[src/rtl/uart_axil_pkg.sv]
// Shared types and constants for the UART-to-AXI-Lite loader.
package uart_axil_pkg;

  typedef enum logic [1:0] {IDLE, ACTIVE, DONE} ld_state_t;
  typedef enum logic [1:0] {W_IDLE, W_REQ, W_RESP} wr_state_t;
  typedef enum logic [2:0] {RX_IDLE, RX_START, RX_DATA, RX_PAR, RX_STOP} rx_state_t;

  localparam logic [1:0] AXI_RESP_OKAY = 2'b00;

  // err vector bit positions: {overrun, rx_error, bus_error}
  localparam int ERR_BUS = 0;
  localparam int ERR_RX  = 1;
  localparam int ERR_OVR = 2;

endpackage

[src/rtl/uart_rx.sv]
// UART receiver: 2-FF synchroniser, mid-bit sampling, 8N1 framing
// (8E1 when UART_PARITY_EN is defined).
module uart_rx
  import uart_axil_pkg::*;
#(
  parameter int CLKS_PER_BIT = 10
) (
  input  logic       clk,
  input  logic       resetn,
  input  logic       rx,
  output logic [7:0] data_o,
  output logic       valid_o,
  output logic       err_o
);

  localparam int CW = $clog2(CLKS_PER_BIT + 1);
  localparam logic [CW-1:0] FULL = CW'(CLKS_PER_BIT - 1);
  localparam logic [CW-1:0] HALF = CW'(CLKS_PER_BIT / 2 - 1);

  // [0],[1] synchroniser; [2] previous synchronised value for edge detect
  logic [2:0]    sync_q, sync_d;
  rx_state_t     state_q, state_d;
  logic [CW-1:0] cnt_q, cnt_d;
  logic [2:0]    bit_q, bit_d;
  logic [7:0]    shreg_q, shreg_d;
  logic          valid_q, valid_d;
  logic          err_q, err_d;
  logic          rx_s, rx_prev, frame_ok;
`ifdef UART_PARITY_EN
  logic          par_ok_q, par_ok_d;
`endif

  assign rx_s    = sync_q[1];
  assign rx_prev = sync_q[2];

`ifdef UART_PARITY_EN
  assign frame_ok = rx_s && par_ok_q;
`else
  assign frame_ok = rx_s;
`endif

  always_comb begin
    sync_d  = {sync_q[1:0], rx};
    state_d = state_q;
    cnt_d   = cnt_q;
    bit_d   = bit_q;
    shreg_d = shreg_q;
    valid_d = 1'b0;
    err_d   = 1'b0;
`ifdef UART_PARITY_EN
    par_ok_d = par_ok_q;
`endif
    case (state_q)
      // A falling edge is required, so a line held low after a bad
      // stop bit does not retrigger a frame.
      RX_IDLE: if (rx_prev && !rx_s) begin
        state_d = RX_START;
        cnt_d   = '0;
      end
      RX_START: begin
        if (cnt_q == HALF) begin
          cnt_d   = '0;
          bit_d   = '0;
          state_d = rx_s ? RX_IDLE : RX_DATA;
        end else begin
          cnt_d = cnt_q + CW'(1);
        end
      end
      RX_DATA: begin
        if (cnt_q == FULL) begin
          cnt_d   = '0;
          shreg_d = {rx_s, shreg_q[7:1]};
          bit_d   = bit_q + 3'd1;
          if (bit_q == 3'd7) begin
`ifdef UART_PARITY_EN
            state_d = RX_PAR;
`else
            state_d = RX_STOP;
`endif
          end
        end else begin
          cnt_d = cnt_q + CW'(1);
        end
      end
`ifdef UART_PARITY_EN
      RX_PAR: begin
        if (cnt_q == FULL) begin
          cnt_d    = '0;
          par_ok_d = (rx_s == ^shreg_q);
          state_d  = RX_STOP;
        end else begin
          cnt_d = cnt_q + CW'(1);
        end
      end
`endif
      RX_STOP: begin
        if (cnt_q == FULL) begin
          state_d = RX_IDLE;
          if (frame_ok) valid_d = 1'b1;
          else          err_d   = 1'b1;
        end else begin
          cnt_d = cnt_q + CW'(1);
        end
      end
      default: state_d = RX_IDLE;
    endcase
  end

  always_ff @(posedge clk or negedge resetn) begin
    if (!resetn) begin
      sync_q  <= 3'b111;
      state_q <= RX_IDLE;
      cnt_q   <= '0;
      bit_q   <= '0;
      shreg_q <= '0;
      valid_q <= 1'b0;
      err_q   <= 1'b0;
`ifdef UART_PARITY_EN
      par_ok_q <= 1'b0;
`endif
    end else begin
      sync_q  <= sync_d;
      state_q <= state_d;
      cnt_q   <= cnt_d;
      bit_q   <= bit_d;
      shreg_q <= shreg_d;
      valid_q <= valid_d;
      err_q   <= err_d;
`ifdef UART_PARITY_EN
      par_ok_q <= par_ok_d;
`endif
    end
  end

  assign data_o  = shreg_q;
  assign valid_o = valid_q;
  assign err_o   = err_q;

endmodule

[src/rtl/uart_axil_loader.sv]
// Streams UART bytes into little-endian words and writes them over AXI-Lite.
// Define UART_PARITY_EN to expect an even-parity bit in each UART frame.
module uart_axil_loader
  import uart_axil_pkg::*;
#(
  parameter int DATA_WIDTH  = 32,
  parameter int ADDR_WIDTH  = 4,
  parameter int CLK_FREQ_HZ = 100000000,
  parameter int BAUDRATE    = 9600,
  parameter int BASE_ADDR   = 0,
  parameter int WORD_COUNT  = 4
) (
  input  logic                    clk,
  input  logic                    resetn,
  input  logic                    rx,
  input  logic                    start,
  output logic [ADDR_WIDTH-1:0]   m_axil_awaddr,
  output logic [2:0]              m_axil_awprot,
  output logic                    m_axil_awvalid,
  input  logic                    m_axil_awready,
  output logic [DATA_WIDTH-1:0]   m_axil_wdata,
  output logic [DATA_WIDTH/8-1:0] m_axil_wstrb,
  output logic                    m_axil_wvalid,
  input  logic                    m_axil_wready,
  input  logic [1:0]              m_axil_bresp,
  input  logic                    m_axil_bvalid,
  output logic                    m_axil_bready,
  output logic                    busy,
  output logic                    done,
  output logic [2:0]              err
);

  localparam int BPW          = DATA_WIDTH / 8;
  localparam int BIW          = $clog2(BPW);
  localparam int WCW          = $clog2(WORD_COUNT) + 1;
  localparam int CLKS_PER_BIT = CLK_FREQ_HZ / BAUDRATE;
  localparam logic [ADDR_WIDTH-1:0] BASE      = ADDR_WIDTH'(BASE_ADDR);
  localparam logic [ADDR_WIDTH-1:0] STEP      = ADDR_WIDTH'(BPW);
  localparam logic [WCW-1:0]        LAST_WORD = WCW'(WORD_COUNT - 1);
  localparam logic [BIW-1:0]        LAST_BYTE = BIW'(BPW - 1);

  logic [7:0] rx_byte;
  logic       rx_valid, rx_err;

  uart_rx #(.CLKS_PER_BIT(CLKS_PER_BIT)) u_rx (
    .clk     (clk),
    .resetn  (resetn),
    .rx      (rx),
    .data_o  (rx_byte),
    .valid_o (rx_valid),
    .err_o   (rx_err)
  );

  ld_state_t             ld_q, ld_d;
  wr_state_t             wr_q, wr_d;
  logic [DATA_WIDTH-1:0] pack_q, pack_d, hold_q, hold_d, pack_word;
  logic [BIW-1:0]        bidx_q, bidx_d;
  logic                  hold_vld_q, hold_vld_d;
  logic [ADDR_WIDTH-1:0] addr_q, addr_d;
  logic [WCW-1:0]        wcnt_q, wcnt_d;
  logic                  awvalid_q, awvalid_d, wvalid_q, wvalid_d;
  logic [2:0]            err_q, err_d;
  logic                  resp_fire, last_resp;

  always_comb begin
    ld_d       = ld_q;
    wr_d       = wr_q;
    pack_d     = pack_q;
    bidx_d     = bidx_q;
    hold_d     = hold_q;
    hold_vld_d = hold_vld_q;
    addr_d     = addr_q;
    wcnt_d     = wcnt_q;
    awvalid_d  = awvalid_q;
    wvalid_d   = wvalid_q;
    err_d      = err_q;
    pack_word  = pack_q;
    resp_fire  = (wr_q == W_RESP) && m_axil_bvalid;
    last_resp  = resp_fire && (wcnt_q == LAST_WORD);

    case (ld_q)
      IDLE, DONE: begin
        if (start) begin
          ld_d       = ACTIVE;
          err_d      = '0;
          addr_d     = BASE;
          wcnt_d     = '0;
          bidx_d     = '0;
          pack_d     = '0;
          hold_vld_d = 1'b0;
        end
      end
      ACTIVE:  if (last_resp) ld_d = DONE;
      default: ld_d = IDLE;
    endcase

    case (wr_q)
      W_IDLE: begin
        if (hold_vld_q && (ld_q == ACTIVE)) begin
          wr_d      = W_REQ;
          awvalid_d = 1'b1;
          wvalid_d  = 1'b1;
        end
      end
      W_REQ: begin
        if (m_axil_awready) awvalid_d = 1'b0;
        if (m_axil_wready)  wvalid_d  = 1'b0;
        if (!awvalid_d && !wvalid_d) wr_d = W_RESP;
      end
      W_RESP: begin
        if (m_axil_bvalid) begin
          wr_d       = W_IDLE;
          hold_vld_d = 1'b0;
          addr_d     = addr_q + STEP;
          wcnt_d     = wcnt_q + WCW'(1);
          if (m_axil_bresp != AXI_RESP_OKAY) err_d[ERR_BUS] = 1'b1;
        end
      end
      default: wr_d = W_IDLE;
    endcase

    // hold_vld_d already reflects a same-cycle response, so a word that
    // completes on the freeing cycle is accepted rather than dropped.
    if ((ld_q == ACTIVE) && !last_resp) begin
      if (rx_valid) begin
        pack_word[{bidx_q, 3'b000} +: 8] = rx_byte;
        if (bidx_q == LAST_BYTE) begin
          bidx_d = '0;
          pack_d = '0;
          if (!hold_vld_d) begin
            hold_d     = pack_word;
            hold_vld_d = 1'b1;
          end else begin
            err_d[ERR_OVR] = 1'b1;
          end
        end else begin
          pack_d = pack_word;
          bidx_d = bidx_q + BIW'(1);
        end
      end
      if (rx_err) err_d[ERR_RX] = 1'b1;
    end
  end

  always_ff @(posedge clk or negedge resetn) begin
    if (!resetn) begin
      ld_q       <= IDLE;
      wr_q       <= W_IDLE;
      pack_q     <= '0;
      bidx_q     <= '0;
      hold_q     <= '0;
      hold_vld_q <= 1'b0;
      addr_q     <= BASE;
      wcnt_q     <= '0;
      awvalid_q  <= 1'b0;
      wvalid_q   <= 1'b0;
      err_q      <= '0;
    end else begin
      ld_q       <= ld_d;
      wr_q       <= wr_d;
      pack_q     <= pack_d;
      bidx_q     <= bidx_d;
      hold_q     <= hold_d;
      hold_vld_q <= hold_vld_d;
      addr_q     <= addr_d;
      wcnt_q     <= wcnt_d;
      awvalid_q  <= awvalid_d;
      wvalid_q   <= wvalid_d;
      err_q      <= err_d;
    end
  end

  assign m_axil_awaddr  = addr_q;
  assign m_axil_awprot  = 3'b000;
  assign m_axil_awvalid = awvalid_q;
  assign m_axil_wdata   = hold_q;
  assign m_axil_wstrb   = '1;
  assign m_axil_wvalid  = wvalid_q;
  assign m_axil_bready  = (wr_q == W_RESP);
  assign busy           = (ld_q == ACTIVE);
  assign done           = (ld_q == DONE);
  assign err            = err_q;

endmodule
[config.mk]
export PLATFORM = sky130hd
export DESIGN_NAME = uart_axil_loader
export DESIGN_NICKNAME = d
export VERILOG_FILES = /design/src/rtl/uart_axil_pkg.sv /design/src/rtl/uart_rx.sv /design/src/rtl/uart_axil_loader.sv
export SDC_FILE = /design/constraint.sdc
export NUM_CORES = 1
export LEC_CHECK = 0
export ABC_AREA = 1
export CAP_MARGIN = 10
export CORE_ASPECT_RATIO = 0.5
export CORE_UTILIZATION = 35
export CTS_BUF_LIST = sky130_fd_sc_hd__clkbuf_8
export CTS_CLUSTER_DIAMETER = 120
export DETAILED_ROUTE_END_ITERATION = 10
export PLACE_DENSITY = 0.57
export SYNTH_ARGS = -nofsm -noshare
export SYNTH_HDL_FRONTEND = slang
export SYNTH_HIERARCHICAL = 1
export SYNTH_SLANG_ARGS = --single-unit
[constraint.sdc]
create_clock -name clk -period 3.77 [get_ports clk]
set_input_delay 0.5655 -clock clk [delete_from_list [all_inputs] [get_ports clk]]
set_output_delay 0.5655 -clock clk [all_outputs]
set_load 0.02 [all_outputs]
======== Word-level counts from Yosys, hierarchy flattened ========
Cells that the tools add are included.
word-level totals
  bits in registers ....................... 116
  input bits .............................. 9
  output and inout port bits .............. 51
operators by class
  add/subtract/negate cells ............... 6
  equality and inequality tests ........... 23
  shift operators ......................... 2
  muxes and demuxes ....................... 71
  bitwise operators ....................... 1
  reduce and logical (&&, ||, !) cells .... 26
operator list
  cell                                                    count
  two-way mux 32 bit                                      5
  two-way mux 14 bit                                      4
  one-hot mux 14 bit (4 select lines)                     1
  two-way mux 3 bit                                       13
  bitwise mux 32 bit                                      1
  variable shift 8 x 7 -> 32 bit (first input constant)   1
  indexed part select 8 x 7 -> 32 bit                     1
  two-way mux 1 bit                                       25
  two-way mux 2 bit                                       12
  two-way mux 4 bit                                       4
  adder 14 x 1 -> 14 bit (second input constant)          1
  == test 14 x 13 -> 1 bit (second input constant)        1
  == test 14 bit (second input constant)                  1
  inequality test 2 x 1 -> 1 bit (second input constant)  6
  one-hot mux 3 bit (4 select lines)                      1
  inequality test 2 bit (second input constant)           5
  AND reduction 3 bit                                     3
  negator 5 -> 7 bit                                      1
  adder 3 x 1 -> 3 bit (second input constant)            2
  == test 2 bit (second input constant)                   3
  == test 3 x 2 -> 1 bit (second input constant)          2
  == test 3 bit (second input constant)                   2
  logical AND 1 bit                                       6
  one-hot mux 2 bit (3 select lines)                      1
  17 further kinds                                        27

======== Longest topological paths before layout ========
Gate-level depths: netlist (run 1).
  word-level depth ........................ 9
  mapped depth ............................ 11
  gate-level depth less buffers ........... 9

======== By module ========
The synthesis (run 1) kept the hierarchy.
modules (own cells, without submodules)
  module            instances  cells an instance  area an instance (µm²)  seq. area each (µm²)
  uart_axil_loader  1          537                4267.8                  2077.0
  uart_rx           1          255                1903.1                  829.5

======== Worst setup path after synthesis (run 1) ========
No wires, ideal clock.
  kind .................................... register -> register
  start ................................... register bidx_q[0]
  end ..................................... register pack_q[0]
  library setup time ...................... 83 ps
  arrival ................................. 1706 ps
  required time ........................... 3687 ps
  path slack .............................. 1981 ps
  cell stages (with the launch flop) ...... 9
  path through ............................ dfrtp_1 -> buf_2 -> inv_1 -> ha_1 -> nor2_1 -> nand4_1 -> nand2_1 -> inv_1 -> o21ai_0
between the ends
  cells in the longest elaborated chain, start to end .. 6
  elaborated cells on any way between the ends .. 8
RTL lines
  element                                                                                line                     RTL
  start: declaration                                                                     uart_axil_loader.sv:57   logic [BIW-1:0] bidx_q, bidx_d;
  start signal: assignment                                                               uart_axil_loader.sv:162  bidx_q <= bidx_d;
  negator 5 -> 7 bit                                                                     uart_axil_loader.sv:126  pack_word[{bidx_q, 3'b000} +: 8] = rx_byte;
  indexed part select 8 x 7 -> 32 bit or variable shift 8 x 7 -> 32 bit (tied branches)  uart_axil_loader.sv:126
  bitwise mux 32 bit                                                                     uart_axil_loader.sv:126
  two-way mux 32 bit *                                                                   uart_axil_loader.sv:127  if (bidx_q == LAST_BYTE) begin
  two-way mux 32 bit *                                                                   uart_axil_loader.sv:125  if (rx_valid) begin
  two-way mux 32 bit *                                                                   uart_axil_loader.sv:124  if ((ld_q == ACTIVE) && !last_resp) begin
  named net pack_d[0]                                                                    uart_axil_loader.sv:56   logic [DATA_WIDTH-1:0] pack_q, pack_d, hold_q, hold_d, pack_word;
  end signal: assignment                                                                 uart_axil_loader.sv:161  pack_q <= pack_d;
  end: declaration                                                                       uart_axil_loader.sv:56
The timed path passes the listed nets; every way through them passes the cells marked *.
A chain may end at the register's enable or synchronous reset.

======== Worst setup path after layout (run 1) ========
  start ................................... register bidx_q[0]
  end ..................................... register pack_q[28]
The elaborated chain is that of the path after synthesis.

==> flow_summary.toml, run 1 <==
[run_status]
status = "completed"

[yosys]
async_flop_share_pct = 100
synth_seq_cells = 116
synth-edff-count = 0
synth.distinct_cells = 37
ys_warn_count = 6
synth.avg_cell_area_um2 = 7.79
ys_seq_area_share_pct = 47.1
syn_area_um2 = 6170
postSynthCellCount = 792
ys.flop_type = "dfrtp_1"

[clock_tree]
cts_tree = "done"
hold_buffers = 0
clock_latency_ns = 0.44
cts.sinks = 116
cts_buffers = 17
clkTransAtPathRegs_ns = 0.08
cts_setup_buffers = 0
clockBufferDepth = 2
cts_resized = 0
cts_root_buf = "clkbuf_8"
htree_levels = 4

[floorplanning]
start_util_pct = 36.7
die_w_um = 190
dieArea_um2 = 18200
core_area_um2 = 16800
die_y_um = 95.9
num_rows = 33
pin_count = 60

[layout]
num-fill-cells = 1709
final_area_um2 = 7190
final_cell_mix = "nand2_1, dfrtp_1, inv_1"
antenna_cells = 0
nNetsFinal = 852
mostFrequentLayoutCell = "nand2_1"
layout-drive-gt1-share_pct = 8.28
area_delta_synth_final_pct = 16.5
post-route-util_pct = 42.8

[place]
hpwl_um = 9410
dpl_cell_area_um2 = 6770
place_congestion = 0.824
io_buffers = 52

[route]
wire_per_inst_um = 13.1
first_iter_violations = 322
vias_per_cell = 4.80
antenna_left = 0
firstDrtPassIters = 5
num_vias = 5145
drc = 0
drt_wl_total_um = 14100

[worst_setup_path]
critPathKind = "flip-flop to flip-flop"
rr_worst_depth = 7
rr_endpoint = "pack_q[28]"
start_kind = "flip-flop"
cp_max_fo = 16
critPathCaptureType = "flip-flop"
rrSetupSlack_ns = 1.42
arrival_ns = 2.67
r2r_start = "bidx_q[0]"
worst_ep_required_time_ns = 4.09

[power_and_ir_drop]
p_int_uw = 2220
p_leak_uw = 0.00362
seqPwrFrac_pct = 41.7
clkPwrFrac_pct = 36.4
peakVddDrop_mv = 0.229
p_total_uw = 3360
p_switching_uw = 1140
swShare_pct = 33.9
power_density_nw_per_um2 = 467
combPwrFrac_pct = 21.9

[sta]
final_max_slew_viol_count = 0
max_slew.worst_pin.slew_ns = 0.846
fmax_mhz = 426
fin_crit_ns = 2.35
setup_violations = 0
finalSetupTns_ns = 0
fin_crit_sh_pct = 62.2
rsz0062_at_grt = "false"
fin_skew_ns = 0.0129
final_hold_viol_count = 0
max_slew_margin_pct = 43.5

[flow_run]
cap_violations = 0

[global_routing]
grt_overflow = 0
grt_pass1_vias = 4987
grt_pass1_wl_um = 24200
grt_max_degree = 63
antenna_found_initial = 0
grt_usage_pct = 16.8

[min_path]
hp-class = "input pin to asynchronous set/reset pin"
## per-stage QoR
step | hold slack, ns | std cells | worst slack [ns]
3_5_place_dp | 0.350 | 1040 | 1.20
6_report | 0.181 | 1072 | 1.42
5_1_grt | 0.231 | 1072 | 1.18
2_1_floorplan | 0.270 | 797 | 1.98
3_3_place_gp | 0.351 | 1040 | 1.24
4_1_cts | 0.194 | 1072 | 1.40
## state kept, by name (all words and copies together), names as in the netlist, 2 cells and up
register,cells
bidx_q,2
err,3
ld_q,2
m_axil_awaddr,4
m_axil_wdata,32
pack_q,32
u_rx/bit_q,3
u_rx/cnt_q,14
u_rx/data_o,8
u_rx/state_q,3
u_rx/sync_q,3
wcnt_q,3
wr_q,2
## synth_stat cells (3+ instances only)
cell type,count,area (um^2)
ha_1,11,138
buf_4,10,75.1
dfrtp_1,113,2830
nand2_2,6,37.5
dfstp_2,3,78.8
clkbuf_2,5,25.0
buf_6,6,67.6
nor2_8,3,60.1
a21oi_1,16,80.1
nor2_1,61,229
nor2_2,6,37.5
nand4_1,21,131
clkbuf_1,3,11.3
xor2_1,3,26.3
nor2_4,3,33.8
nand3_1,68,340
o21ai_1,15,75.1
o21ai_0,75,375
inv_2,3,11.3
inv_1,111,417
nand3_2,4,40.0
nand2_4,3,33.8
o31ai_1,4,30.0
buf_2,12,60.1
nand2_1,210,788
## cell type report
cell class | instances | area (um^2) | area share (%)
clock buffers | 17 | 234 | 3.26
clock inverters | 15 | 181 | 2.52
inverters | 115 | 432 | 6.01
multi-input cells | 528 | 2610 | 36.2
flip-flops and latches | 116 | 2910 | 40.4
well taps | 227 | 284 | 3.95
repair buffers | 54 | 546 | 7.59
## cell families (layout without fill, tap and decap cells)
family	Yosys count	in the layout	share of synthesized area, %
DFF	116	116	47.1
and+or+nand+nor	392	392	29.4
adders and majority gates	11	11	2.23
AOI/OAI and AO/OA	115	115	9.69
buffers and inverters	153	201	11.0
xor gates and xnor gates	3	3	0.426
other	2	7	0.122
## layer usage
layer	track usage (%)	up-vias	share of wire (%)
li1	-	2585	-
met3	4.45	13	3.9
met4	4.10	0	0.78
met5	0	-	0
met1	22.4	2466	51
met2	27.1	81	44
## critical path: stages, from the launching register on
cell	delay [ns]
dfrtp_1	0.64
inv_1	0.16
ha_1	0.44
nor2_1	0.44
nand2_1	0.14
nand2_1	0.08
o21ai_0	0.11
o21ai_0	0.22
## power groups by stage
stage | combinational (uW) | sequential (uW) | clock (uW)
detailed placement | 746 | 1420 | 0
CTS | 749 | 1400 | 1250
floorplan | 509 | 1450 | 0
global placement | 734 | 1420 | 0
finish | 735 | 1400 | 1220
global route | 830 | 1410 | 1310
## worst max path at each step
stage,startpoint,slack (ns),to
after detailed placement,start,1.20,m_axil_wdata[19]
after floorplan,bidx_q[0],1.98,pack_q[0]
after CTS,wr_q[0],1.40,m_axil_bready
final,bidx_q[0],1.42,pack_q[28]
after global routing,bidx_q[0],1.18,m_axil_wdata[29]
after global placement,start,1.24,m_axil_wdata[20]
Note: power is estimated with default switching activity, not from simulation.
==> inputs of run 2 (changes only) <==
- clock period: 3.77 -> 2.42 ns (I/O delays scaled with it)
==> run 2 against run 1 <==
Against the previous run:
- combinational power is 58% higher
- highest routed layer unchanged
- sequential share of layout area is 0.48 points lower
- largest power group unchanged
- register-to-register slack worse by 0.99 ns
- die area did not move
- setup slack lost 1.1 ns
- global-route usage rose by 0.33 points
- non-clock buffer count up 9
- clock-buffer cell count up 1
- cell area rose by 1.2%
- core utilization rose by 0.51 points
==> flow_summary.toml, run 2 (same netlist as run 1, synthesis figures left out) <==
[clock_tree]
cts.sinks = 116
cts_setup_buffers = 0
clockBufferDepth = 2
clock_latency_ns = 0.44
cts_buffers = 17
cts_root_buf = "clkbuf_8"
htree_levels = 4
cts_tree = "done"
clkTransAtPathRegs_ns = 0.08

[route]
num_vias = 5105
drt_wl_total_um = 14100
antenna_left = 0
wl_met2_um = 6200
firstDrtPassIters = 5
drc = 0
wl_met3_um = 604
first_iter_violations = 314
wire_per_inst_um = 13.0
top_layer = "met4"
wl_met1_um = 7200
vias_per_cell = 4.73

[power_and_ir_drop]
clkPwrFrac_pct = 36.1
seqPwrFrac_pct = 41.7
combPwrFrac_pct = 22.2
p_int_uw = 3480
p_total_uw = 5240
swShare_pct = 33.7
p_switching_uw = 1770
power_density_nw_per_um2 = 721
p_leak_uw = 0.00367
peakVddDrop_mv = 0.375

[place]
dpl_cell_area_um2 = 6860
hpwl_um = 9680
io_buffers = 52
place_congestion = 0.823

[min_path]
hp-class = "input pin to asynchronous set/reset pin"

[floorplanning]
die_w_um = 190
core_area_um2 = 16800
dieArea_um2 = 18200
die_y_um = 95.9
num_rows = 33
pin_count = 60
start_util_pct = 36.7

[sta]
rsz0062_at_grt = "false"
fin_crit_sh_pct = 87.1
finalSetupTns_ns = 0
hold_ws_ns = 0.330
fin_crit_ns = 2.11
fin_skew_ns = 0.0133
final_max_slew_viol_count = 0
setup_violations = 0
fmax_mhz = 474
final_hold_viol_count = 0

[worst_setup_path]
cp_max_fo = 9
slowest_delay_ns = 0.64
r2r_start = "wcnt_q[0]"
critPathSlowestCell = "clkdlybuf4s50_1"
critPathKind = "flip-flop to output port"
arrival_ns = 1.75
worst_ep_required_time_ns = 2.06
path_cells = "nor2_8 > clkdlybuf4s50_1"
start_kind = "flip-flop"
critPathCaptureType = "output port"
startpoint = "ld_q[1]"

[flow_run]
cap_violations = 0

[layout]
final_cell_mix = "nand2_1, dfrtp_1, inv_1"
post-route-util_pct = 43.3
mostFrequentLayoutCell = "nand2_1"
antenna_cells = 0
nNetsFinal = 861
layout-drive-gt1-share_pct = 9.03
area_delta_synth_final_pct = 17.9
final_area_um2 = 7270

[global_routing]
grt_pass1_wl_um = 24500
grt_max_degree = 61
grt_usage_pct = 17.1
grt_pass1_vias = 5093
antenna_found_initial = 0
grt_overflow = 0

[run_status]
status = "completed"
run 2: cell count changes in the layout (fill, tap and decap cells not counted):
cell           change
clkinv_2           +1
buf_12             +2
dlygate4sd3_1      +1
buf_4              +6
clkinvlp_4         +1
clkinv_4           -3
inv_6              -1
clkbuf_8           +1
run 2: worst max-delay path, delay by kind of cell, from the launching register on:
kind	cells	cell delay [ns]
buffers and inverters	1	0.64
DFF	1	0.44
and+or+nand+nor	1	0.22
run 2: power groups by stage:
stage | registers [uW] | clock network [uW] | logic [uW]
floorplan | 2250 | 0 | 793
CTS | 2180 | 1950 | 1170
detailed placement | 2220 | 0 | 1170
finish | 2190 | 1890 | 1160
global placement | 2220 | 0 | 1160
global route | 2200 | 2030 | 1310
run 2: area by class of cell:
class                   instances  area [um^2]
clock buffers                  18          248
clock inverters                13          159
fillers                      1724         9530
inverters                     115          432
multi-input cells             528         2610
flip-flops and latches        116         2910
well taps                     227          284
repair buffers                 63          641
run 2: path summary, 6_finish.rpt:
check,slack [ns],end,depth (start not counted)
worst max-delay path,0.31,busy,2
worst min register to register,0.36,u_rx/sync_q[1],0
worst min-delay path,0.33,u_rx/cnt_q[11],2
min in group clk,0.33,u_rx/sync_q[0],1
max in group asynchronous,1.48,u_rx/sync_q[0],3
worst max register to register,0.43,pack_q[16],6
run 2: repair_timing:
item                      CTS  global route
hold endpoints to repair   13             0
hold buffers                1             0
resized for setup           0             0
run 2: per-layer routing:
layer  up-vias  GRT usage [%]
met5         -              0
met4         0           4.30
met3         9           4.56
met2        96           27.2
met1      2399           23.2
li1       2601              -
run 2: stage by stage:
| stage | cells | setup WS, ns |
|---|---|---|
| after global placement | 1048 | 0.356 |
| after global routing | 1080 | 0.203 |
| after detailed placement | 1048 | 0.326 |
| after CTS | 1080 | 0.266 |
| after floorplan | 797 | 0.631 |
| final | 1080 | 0.311 |
==> inputs of run 3 (changes only) <==
- PLACE_DENSITY: 0.57 -> 0.59
- clock period: 2.42 -> 1.9 ns (I/O delays scaled with it)
==> run 3 against run 2 <==
Against the previous run:
- clock-buffer cell count is 2 higher
- die area is the same
- wire length grew 1.8%
- first-iteration DRC count increased by 44%
- sequential power is 27% higher
- power increased by 30%
==> flow_summary.toml, run 3 (same netlist as run 1, synthesis figures left out) <==
[run_status]
status = "completed"

[layout]
post-route-util_pct = 44.2
final_cell_mix = "nand2_1, dfrtp_1, inv_1"
regArea_um2 = 2910
num-fill-cells = 1664
layout-drive-gt1-share_pct = 10.7
mostFrequentLayoutCell = "nand2_1"
nNetsFinal = 874
area_delta_synth_final_pct = 20.5
multi_input_area_um2 = 2610
antenna_cells = 0

[clock_tree]
cts_root_buf = "clkbuf_8"
clkTransAtPathRegs_ns = 0.07
clock_latency_ns = 0.44
clockBufferDepth = 2
cts_buffers = 17
htree_levels = 4
cts_tree = "done"
cts.sinks = 116

[sta]
finalSetupTns_ns = 0
final_hold_viol_count = 0
hold_ws_ns = 0.266
rsz0062_at_grt = "false"
worst_slack_ns = 0.133
setup_violations = 0
fin_skew_ns = 0.0148
final_max_slew_viol_count = 0
fmax_mhz = 566
fin_crit_sh_pct = 93.0
fin_crit_ns = 1.77

[flow_run]
cap_violations = 0

[place]
io_buffers = 52
place_congestion = 0.864
place_ws_ns = 0.133
hpwl_um = 9890

[global_routing]
grt_max_degree = 40
gr-max-usage-layer = "met2"
grt_pass1_vias = 5044
grt_pass1_wl_um = 24400
use_met2_pct = 27.0
grt_overflow = 0
grt_usage_pct = 16.9
antenna_found_initial = 0
met1_usage_pct = 22.5
use_met3_pct = 4.01

[worst_setup_path]
crit_family = "buffers and inverters"
cp_max_fo = 5
arrival_ns = 1.48
cp.depth = 1
worst_ep_required_time_ns = 1.62
critPathKind = "flip-flop to output port"
critPathCaptureType = "output port"
cp_num_buf_inv = 1
rr_worst_depth = 8
start_kind = "flip-flop"
path_cells = "clkdlybuf4s50_1"
slowest_delay_ns = 0.63
critPathSlowestCell = "clkdlybuf4s50_1"

[route]
antenna_left = 0
first_iter_violations = 453
wire_per_inst_um = 13.1
drc = 0
drt_wl_total_um = 14300
num_vias = 5248
firstDrtPassIters = 5
vias_per_cell = 4.80

[floorplanning]
start_util_pct = 36.7
core_area_um2 = 16800
die_y_um = 95.9
die_w_um = 190
dieArea_um2 = 18200
pin_count = 60
num_rows = 33

[min_path]
holdPathStages = 1
hp-class = "input pin to flip-flop"

[power_and_ir_drop]
p_leak_uw = 0.00376
power_density_nw_per_um2 = 915
peakVddDrop_mv = 0.444
[run 3: changes by cell type in the layout (fill, tap and decap cells not counted), sizes merged]
cell | before | now
buf | 11 | 24
clkdlybuf4s50 | 51 | 48
dlygate4sd2 | 0 | 3
clkbuf | 18 | 20
clkinv | 7 | 5
clkinvlp | 3 | 4
[run 3: per-stage QoR]
stage               cell area, um^2  power [uW]  std cells
CTS                            7430        6840       1094
global route                   7440        7190       1094
global placement               6990        4320       1061
detailed placement             6990        4350       1061
finish                         7440        6800       1094
floorplan                      6190        3880        797
[run 3: power breakdown]
part / switching [uW] / internal (uW)
combinational: 1040 / 481
sequential: 148 / 2640
clock: 1090 / 1400
[run 3: repair_timing]
item | in CTS | in global routing
setup endpoints to repair | 3 | 8
endpoints found under the hold margin | 18 | 0
buffers inserted | 0 | 0
hold buffers | 1 | 0
resized for setup | 4 | 2
[run 3: final cells by class]
class                           instances  area share [%]
Clock buffer                           20            3.70
Inverter                              115            5.81
Multi-Input combinational cell        528            35.1
Sequential cell                       116            39.1
Timing Repair Buffer                   76            10.4
Clock inverter                         12            2.05
Tap cell                              227            3.82
[run 3: worst paths after layout]
| check | start | to | slack [ns] |
|---|---|---|---|
| max in group asynchronous | resetn | wr_q[1] | 0.89 |
| setup reg to reg | u_rx/cnt_q[0] | u_rx/cnt_q[1] | 0.20 |
| hold / removal | rx | u_rx/sync_q[0] | 0.27 |
| setup / recovery | m_axil_awaddr[2] | m_axil_awaddr[2] | 0.13 |
| hold reg to reg | u_rx/sync_q[0] | u_rx/sync_q[1] | 0.34 |
| min in group asynchronous | resetn | u_rx/cnt_q[6] | 0.29 |
[run 3: metal layers]
metal,routed length (um),vias up
met5,0,-
met4,165,0
met3,527,16
met2,6410,85
met1,7240,2514
li1,-,2633
